**config.mk**
```make
export PLATFORM = sky130hd
export DESIGN_NAME = pkt_rr_arbiter
export DESIGN_NICKNAME = d
export VERILOG_FILES = /design/src/rtl/pkt_rr_arbiter.sv
export SDC_FILE = /design/constraint.sdc
export NUM_CORES = 1
export LEC_CHECK = 0
export CORE_UTILIZATION = 41
export CTS_BUF_LIST = sky130_fd_sc_hd__clkbuf_2 sky130_fd_sc_hd__clkbuf_4 sky130_fd_sc_hd__clkbuf_8
export CTS_CLUSTER_DIAMETER = 150
export DETAILED_ROUTE_END_ITERATION = 12
export PLACE_DENSITY = 0.81
export SYNTH_ARGS = -nofsm -noshare
export SYNTH_HDL_FRONTEND = slang
export SYNTH_SLANG_ARGS = --single-unit
```
**constraint.sdc**
```tcl
create_clock -name clk -period 1.8 [get_ports clk]
set_input_delay 0.36 -clock clk [delete_from_list [all_inputs] [get_ports clk]]
set_output_delay 0.36 -clock clk [all_outputs]
set_load 0.01 [all_outputs]
```
**src/rtl/pkt_rr_arbiter.sv**
```systemverilog
// Two-port packet merger with packet-granular round-robin and a registered output stage.
// Define ARB_PKT_CNT_EN to add per-port packet counters (pkt_cnt0 / pkt_cnt1).
module pkt_rr_arbiter (
    input  logic        clk,
    input  logic        rst_n,
    input  logic [7:0]  din0,
    input  logic        din0_sop,
    input  logic        din0_eop,
    input  logic        din0_vld,
    output logic        din0_rdy,
    input  logic [7:0]  din1,
    input  logic        din1_sop,
    input  logic        din1_eop,
    input  logic        din1_vld,
    output logic        din1_rdy,
    output logic [7:0]  dout,
    output logic        dout_sop,
    output logic        dout_eop,
    output logic        dout_vld,
    input  logic        dout_rdy,
    output logic [1:0]  state_dbg
`ifdef ARB_PKT_CNT_EN
    ,
    output logic [15:0] pkt_cnt0,
    output logic [15:0] pkt_cnt1
`endif
);

    // Handshake: a beat moves on any port when its vld && rdy are both high at a rising edge.
    localparam logic [1:0] IDLE  = 2'd0;
    localparam logic [1:0] BUSY0 = 2'd1;
    localparam logic [1:0] BUSY1 = 2'd2;

    logic [1:0] state_q, state_d;
    logic       last_grant_q, last_grant_d;
    logic [7:0] dout_q, dout_d;
    logic       dout_sop_q, dout_sop_d;
    logic       dout_eop_q, dout_eop_d;
    logic       dout_vld_q, dout_vld_d;

    logic       load_en;
    logic       req0, req1;
    logic       acc0, acc1;

    always_comb begin
        load_en      = !dout_vld_q || dout_rdy;
        req0         = din0_vld && din0_sop;
        req1         = din1_vld && din1_sop;
        din0_rdy     = 1'b0;
        din1_rdy     = 1'b0;
        state_d      = state_q;
        last_grant_d = last_grant_q;
        case (state_q)
            IDLE: begin
                // Stray mid-packet beats are drained here; a sop waits for its grant.
                din0_rdy = rst_n && !din0_sop;
                din1_rdy = rst_n && !din1_sop;
                if (req0 && (!req1 || last_grant_q)) begin
                    state_d      = BUSY0;
                    last_grant_d = 1'b0;
                end else if (req1) begin
                    state_d      = BUSY1;
                    last_grant_d = 1'b1;
                end
            end
            BUSY0: begin
                din0_rdy = load_en;
                if (din0_vld && load_en && din0_eop) begin
                    state_d = IDLE;
                end
            end
            BUSY1: begin
                din1_rdy = load_en;
                if (din1_vld && load_en && din1_eop) begin
                    state_d = IDLE;
                end
            end
            default: begin
                state_d = IDLE;
            end
        endcase
    end

    assign acc0 = (state_q == BUSY0) && din0_vld && din0_rdy;
    assign acc1 = (state_q == BUSY1) && din1_vld && din1_rdy;

    always_comb begin
        dout_d     = dout_q;
        dout_sop_d = dout_sop_q;
        dout_eop_d = dout_eop_q;
        dout_vld_d = dout_vld_q;
        if (acc0) begin
            dout_d     = din0;
            dout_sop_d = din0_sop;
            dout_eop_d = din0_eop;
            dout_vld_d = 1'b1;
        end else if (acc1) begin
            dout_d     = din1;
            dout_sop_d = din1_sop;
            dout_eop_d = din1_eop;
            dout_vld_d = 1'b1;
        end else if (dout_rdy) begin
            dout_vld_d = 1'b0;
        end
    end

    always_ff @(posedge clk or negedge rst_n) begin
        if (!rst_n) begin
            state_q      <= IDLE;
            last_grant_q <= 1'b1;
            dout_q       <= 8'h00;
            dout_sop_q   <= 1'b0;
            dout_eop_q   <= 1'b0;
            dout_vld_q   <= 1'b0;
        end else begin
            state_q      <= state_d;
            last_grant_q <= last_grant_d;
            dout_q       <= dout_d;
            dout_sop_q   <= dout_sop_d;
            dout_eop_q   <= dout_eop_d;
            dout_vld_q   <= dout_vld_d;
        end
    end

    assign dout      = dout_q;
    assign dout_sop  = dout_sop_q;
    assign dout_eop  = dout_eop_q;
    assign dout_vld  = dout_vld_q;
    assign state_dbg = state_q;

`ifdef ARB_PKT_CNT_EN
    logic [15:0] pkt_cnt0_q, pkt_cnt0_d;
    logic [15:0] pkt_cnt1_q, pkt_cnt1_d;

    // Counters wrap naturally at 16 bits.
    always_comb begin
        pkt_cnt0_d = pkt_cnt0_q + ((acc0 && din0_eop) ? 16'd1 : 16'd0);
        pkt_cnt1_d = pkt_cnt1_q + ((acc1 && din1_eop) ? 16'd1 : 16'd0);
    end

    always_ff @(posedge clk or negedge rst_n) begin
        if (!rst_n) begin
            pkt_cnt0_q <= 16'd0;
            pkt_cnt1_q <= 16'd0;
        end else begin
            pkt_cnt0_q <= pkt_cnt0_d;
            pkt_cnt1_q <= pkt_cnt1_d;
        end
    end

    assign pkt_cnt0 = pkt_cnt0_q;
    assign pkt_cnt1 = pkt_cnt1_q;
`endif

endmodule

```
==> results <==
- The first routing iteration left 12 violations.
- The finished cells cover 1400 um^2.
- The worst setup margin is 0.0562 ns.
- Clock-pin slew was measured on the worst setup and hold paths at ~0.090 ns.
- In this run the horizontal extent of the chip is 46.8 um.
- The routed layout has roughly 700 vias.
- STA classifies the critical path endpoint as an output port.
- The endpoint required time on the critical path is 1.44 ns.
- The initial antenna violation count is 0.
- The tree is rooted in a sky130_fd_sc_hd__clkbuf_4.
- The number of antenna diodes in the final layout is 0.
- The average wire per cell in the routed design is 15.5 um.
- The static leakage power is approximately 0.00065 uW.
- The overall track demand over capacity in global routing is 22.5%.
- The synthesized instance count is 63.
- After detailed placement, the total cell area comes to 1360 um^2.
- The signal arrival time at the worst endpoint is 1.38 ns.
- The TritonCTS clock tree is done.
- The I/O pin count is 40.
- For the worst flop-to-flop path, the logic depth is 5.
- The cell area power density is 1470 nW/um^2.
- In this run the tightest slew margin relative to its limit is about four fifths.
- The count of endpoints failing hold in the final timing report was 0.
- The flow ran to the end, and the final reports show no timing, DRC or antenna violations.
- The clock drives 14 sinks.
- Dividing the synthesized area by the synthesized cell count gives approximately 13 um^2.
- Yosys printed 0 warnings.
- The start-to-end type of the worst setup path is flop to output port.
- Once the floorplan was initialized, standard cells occupied 45.7% of the core.
- After detailed routing, the number of vias per cell comes to 5.03.
- The number of max-cap violations is 0.
- In this run the standard cell core region covers approximately 1800 um^2.
- The number of routed nets with antenna violations is 0.
- The routability congestion estimate from global placement is 0.777.
- Counting I/O delays and the setup requirement, the final critical path takes ~1.7 ns.
- Along the worst path, the maximum fanout reaches 11.
- The number of clock buffers inserted by TritonCTS is 3.
- Sequential elements use 42.7% of the synthesized area.
- The final setup skew is 0.00555 ns.
- The floorplan step defined a die boundary enclosing 2190 um^2.
- The first-pass GRT wire length is between 3000 and 4000 um.
- The number of nets in the synthesized netlist is 88.
- After synthesis the netlist holds a flip-flop and latch count of 14.
- The die height is 46.8 um.
- The worst setup path is launched from a flop.
- The number of cell rows is 15.
- Entering global routing, the biggest net connects 12 pins.
- The clock reaches the later pin of the worst-skew pair after 0.28 ns.
- The clock tree buffer depth is 2.
- The remaining global-route overflow is 0.
- The post-synthesis instance area is 823 um^2.
- Prior to clock tree synthesis, the placed netlist has a worst setup slack of -0.345 ns.
- The transition at the pin with the smallest max-transition slack is 0.278 ns.
- The post-detailed-placement half-perimeter wirelength is around 1600 um.
- The worst-case vdd ir drop is ~0.93 mV.
- The share of the clock period used by the worst path is 96.9%.
- The depth of the CTS H-tree is 1.
- The net count of the finished layout is about 140.
- The via count of the first global-routing pass is 753.
- The synthesis-to-layout area growth is 69.8%.
- The first detailed-routing pass ran for 4 iterations.
- The classification of the worst-slack hold path is input pin to asynchronous set/reset pin.
- The timing-limited maximum frequency is around 0.57 GHz.
- The final routed DRC violation total is 0.
- Setup repair after global routing left no endpoint under its margin.
- The share of cells above drive strength 1 is 40.7%.
- The number of slew-limit violations in the final report was 0.
- The number of distinct standard cells referenced by the synthesized netlist is 22.
- The setup total negative slack is 0 ns.
- Setup violations remaining at the end of the flow were counted as 0.
- The total routed wirelength is 2210 um.
- Across all hold checks on the routed design, the worst slack comes to 0.0333 ns.
- Input and output buffers added on the ports amount to 39.
## cell usage after synthesis
cell type	n	area [um^2]
sky130_fd_sc_hd__a21oi_1	3	15.0
sky130_fd_sc_hd__a21oi_4	1	16.3
sky130_fd_sc_hd__a31oi_1	3	18.8
sky130_fd_sc_hd__a41o_1	1	10.0
sky130_fd_sc_hd__a41o_2	1	11.3
sky130_fd_sc_hd__buf_2	1	5.00
sky130_fd_sc_hd__buf_6	2	22.5
sky130_fd_sc_hd__dfrtp_1	13	325
sky130_fd_sc_hd__dfstp_2	1	26.3
sky130_fd_sc_hd__mux2_2	10	113
sky130_fd_sc_hd__mux2_4	8	120
sky130_fd_sc_hd__nand2b_1	1	6.26
sky130_fd_sc_hd__nand3_1	2	10.0
sky130_fd_sc_hd__nand3b_1	1	7.51
sky130_fd_sc_hd__nand3b_4	2	40.0
sky130_fd_sc_hd__nand4b_1	1	8.76
sky130_fd_sc_hd__nor2_1	6	22.5
sky130_fd_sc_hd__nor2b_1	1	6.26
sky130_fd_sc_hd__nor3_1	1	5.00
sky130_fd_sc_hd__nor3b_1	2	15.0
sky130_fd_sc_hd__o21a_1	1	7.51
sky130_fd_sc_hd__o32a_2	1	11.3
## repair_timing
item	CTS	global route
endpoints found under the hold margin	0	0
pin swaps	0	1
resized for setup	8	5
endpoints found under the setup margin	3	3
buffers inserted	0	0
hold buffers	0	0
## critical path: stages, from the launching register on
cell	delay (ns)
sky130_fd_sc_hd__dfrtp_1	0.39
sky130_fd_sc_hd__buf_6	0.17
sky130_fd_sc_hd__clkdlybuf4s50_1	0.54
## path summary, 6_finish.rpt
kind / startpoint / to / slack, ns
worst max-delay path: state_dbg[0] / state_dbg[0] / 0.06
min in group clk: dout[4] / dout[4] / 0.52
worst max register to register: state_dbg[1] / dout[0] / 0.17
worst min-delay path: rst_n / dout_sop / 0.03
worst min register to register: dout[4] / dout[4] / 0.52
max in group asynchronous: rst_n / last_grant_q / 1.52
## per-layer routing
layer	track usage, %	up-vias	wire, um
met5	0	-	0
met4	13.7	0	27
met3	2.69	2	63
met2	38.6	17	1170
met1	26.8	355	947
li1	-	346	-
## kinds of logic (layout without fill, tap and decap cells)
| family | after synthesis | count (layout) | synth area share, % |
|---|---|---|---|
| AND/OR/NAND/NOR | 17 | 17 | 14.7 |
| AO/OA/AOI/OAI | 11 | 11 | 10.9 |
| flip-flops | 14 | 14 | 42.7 |
| buffers and inverters | 3 | 58 | 3.34 |
| multiplexers | 18 | 18 | 28.3 |
## placed cells by master (no fill, tap or decap), types with 2 or more instances in the layout
master                             n
sky130_fd_sc_hd__dfrtp_1          13
sky130_fd_sc_hd__a31oi_1           3
sky130_fd_sc_hd__mux2_2           10
sky130_fd_sc_hd__nor2_1            6
sky130_fd_sc_hd__nand3b_4          2
sky130_fd_sc_hd__buf_12            2
sky130_fd_sc_hd__nand3_1           2
sky130_fd_sc_hd__a21oi_1           3
sky130_fd_sc_hd__nor3b_2           2
sky130_fd_sc_hd__clkdlybuf4s50_1  35
sky130_fd_sc_hd__clkbuf_4          4
sky130_fd_sc_hd__buf_4            12
sky130_fd_sc_hd__mux2_4            8
## sequential cells by signal, summed over array words and instances, names as in the netlist
signal / flops
dout_sop: 1
state_dbg: 2
dout_vld: 1
last_grant_q: 1
dout: 8
dout_eop: 1
## metrics by stage
stage          utilization, %  cells  power, uW
5_1_grt                  77.6    143       2160
2_1_floorplan               -     63       1220
3_5_place_dp             75.2    139       1840
3_3_place_gp             75.2    139       1800
6_report                 77.6    143       2050
4_1_cts                  77.4    143       2050
## area by class of cell
type / instances / area [um^2]
flip-flops and latches: 14 / 352
multi-input cells: 46 / 462
clock buffers: 4 / 30.0
repair buffers: 54 / 523
well taps: 25 / 31.3
fillers: 121 / 404
## power by group
group	internal [uW]	switching (uW)	total, uW
Combinational	774	487	1260
Clock	101	109	210
Sequential	484	96.8	581
Total	1360	693	2050
No activity file was read; power rests on OpenSTA's default activity.
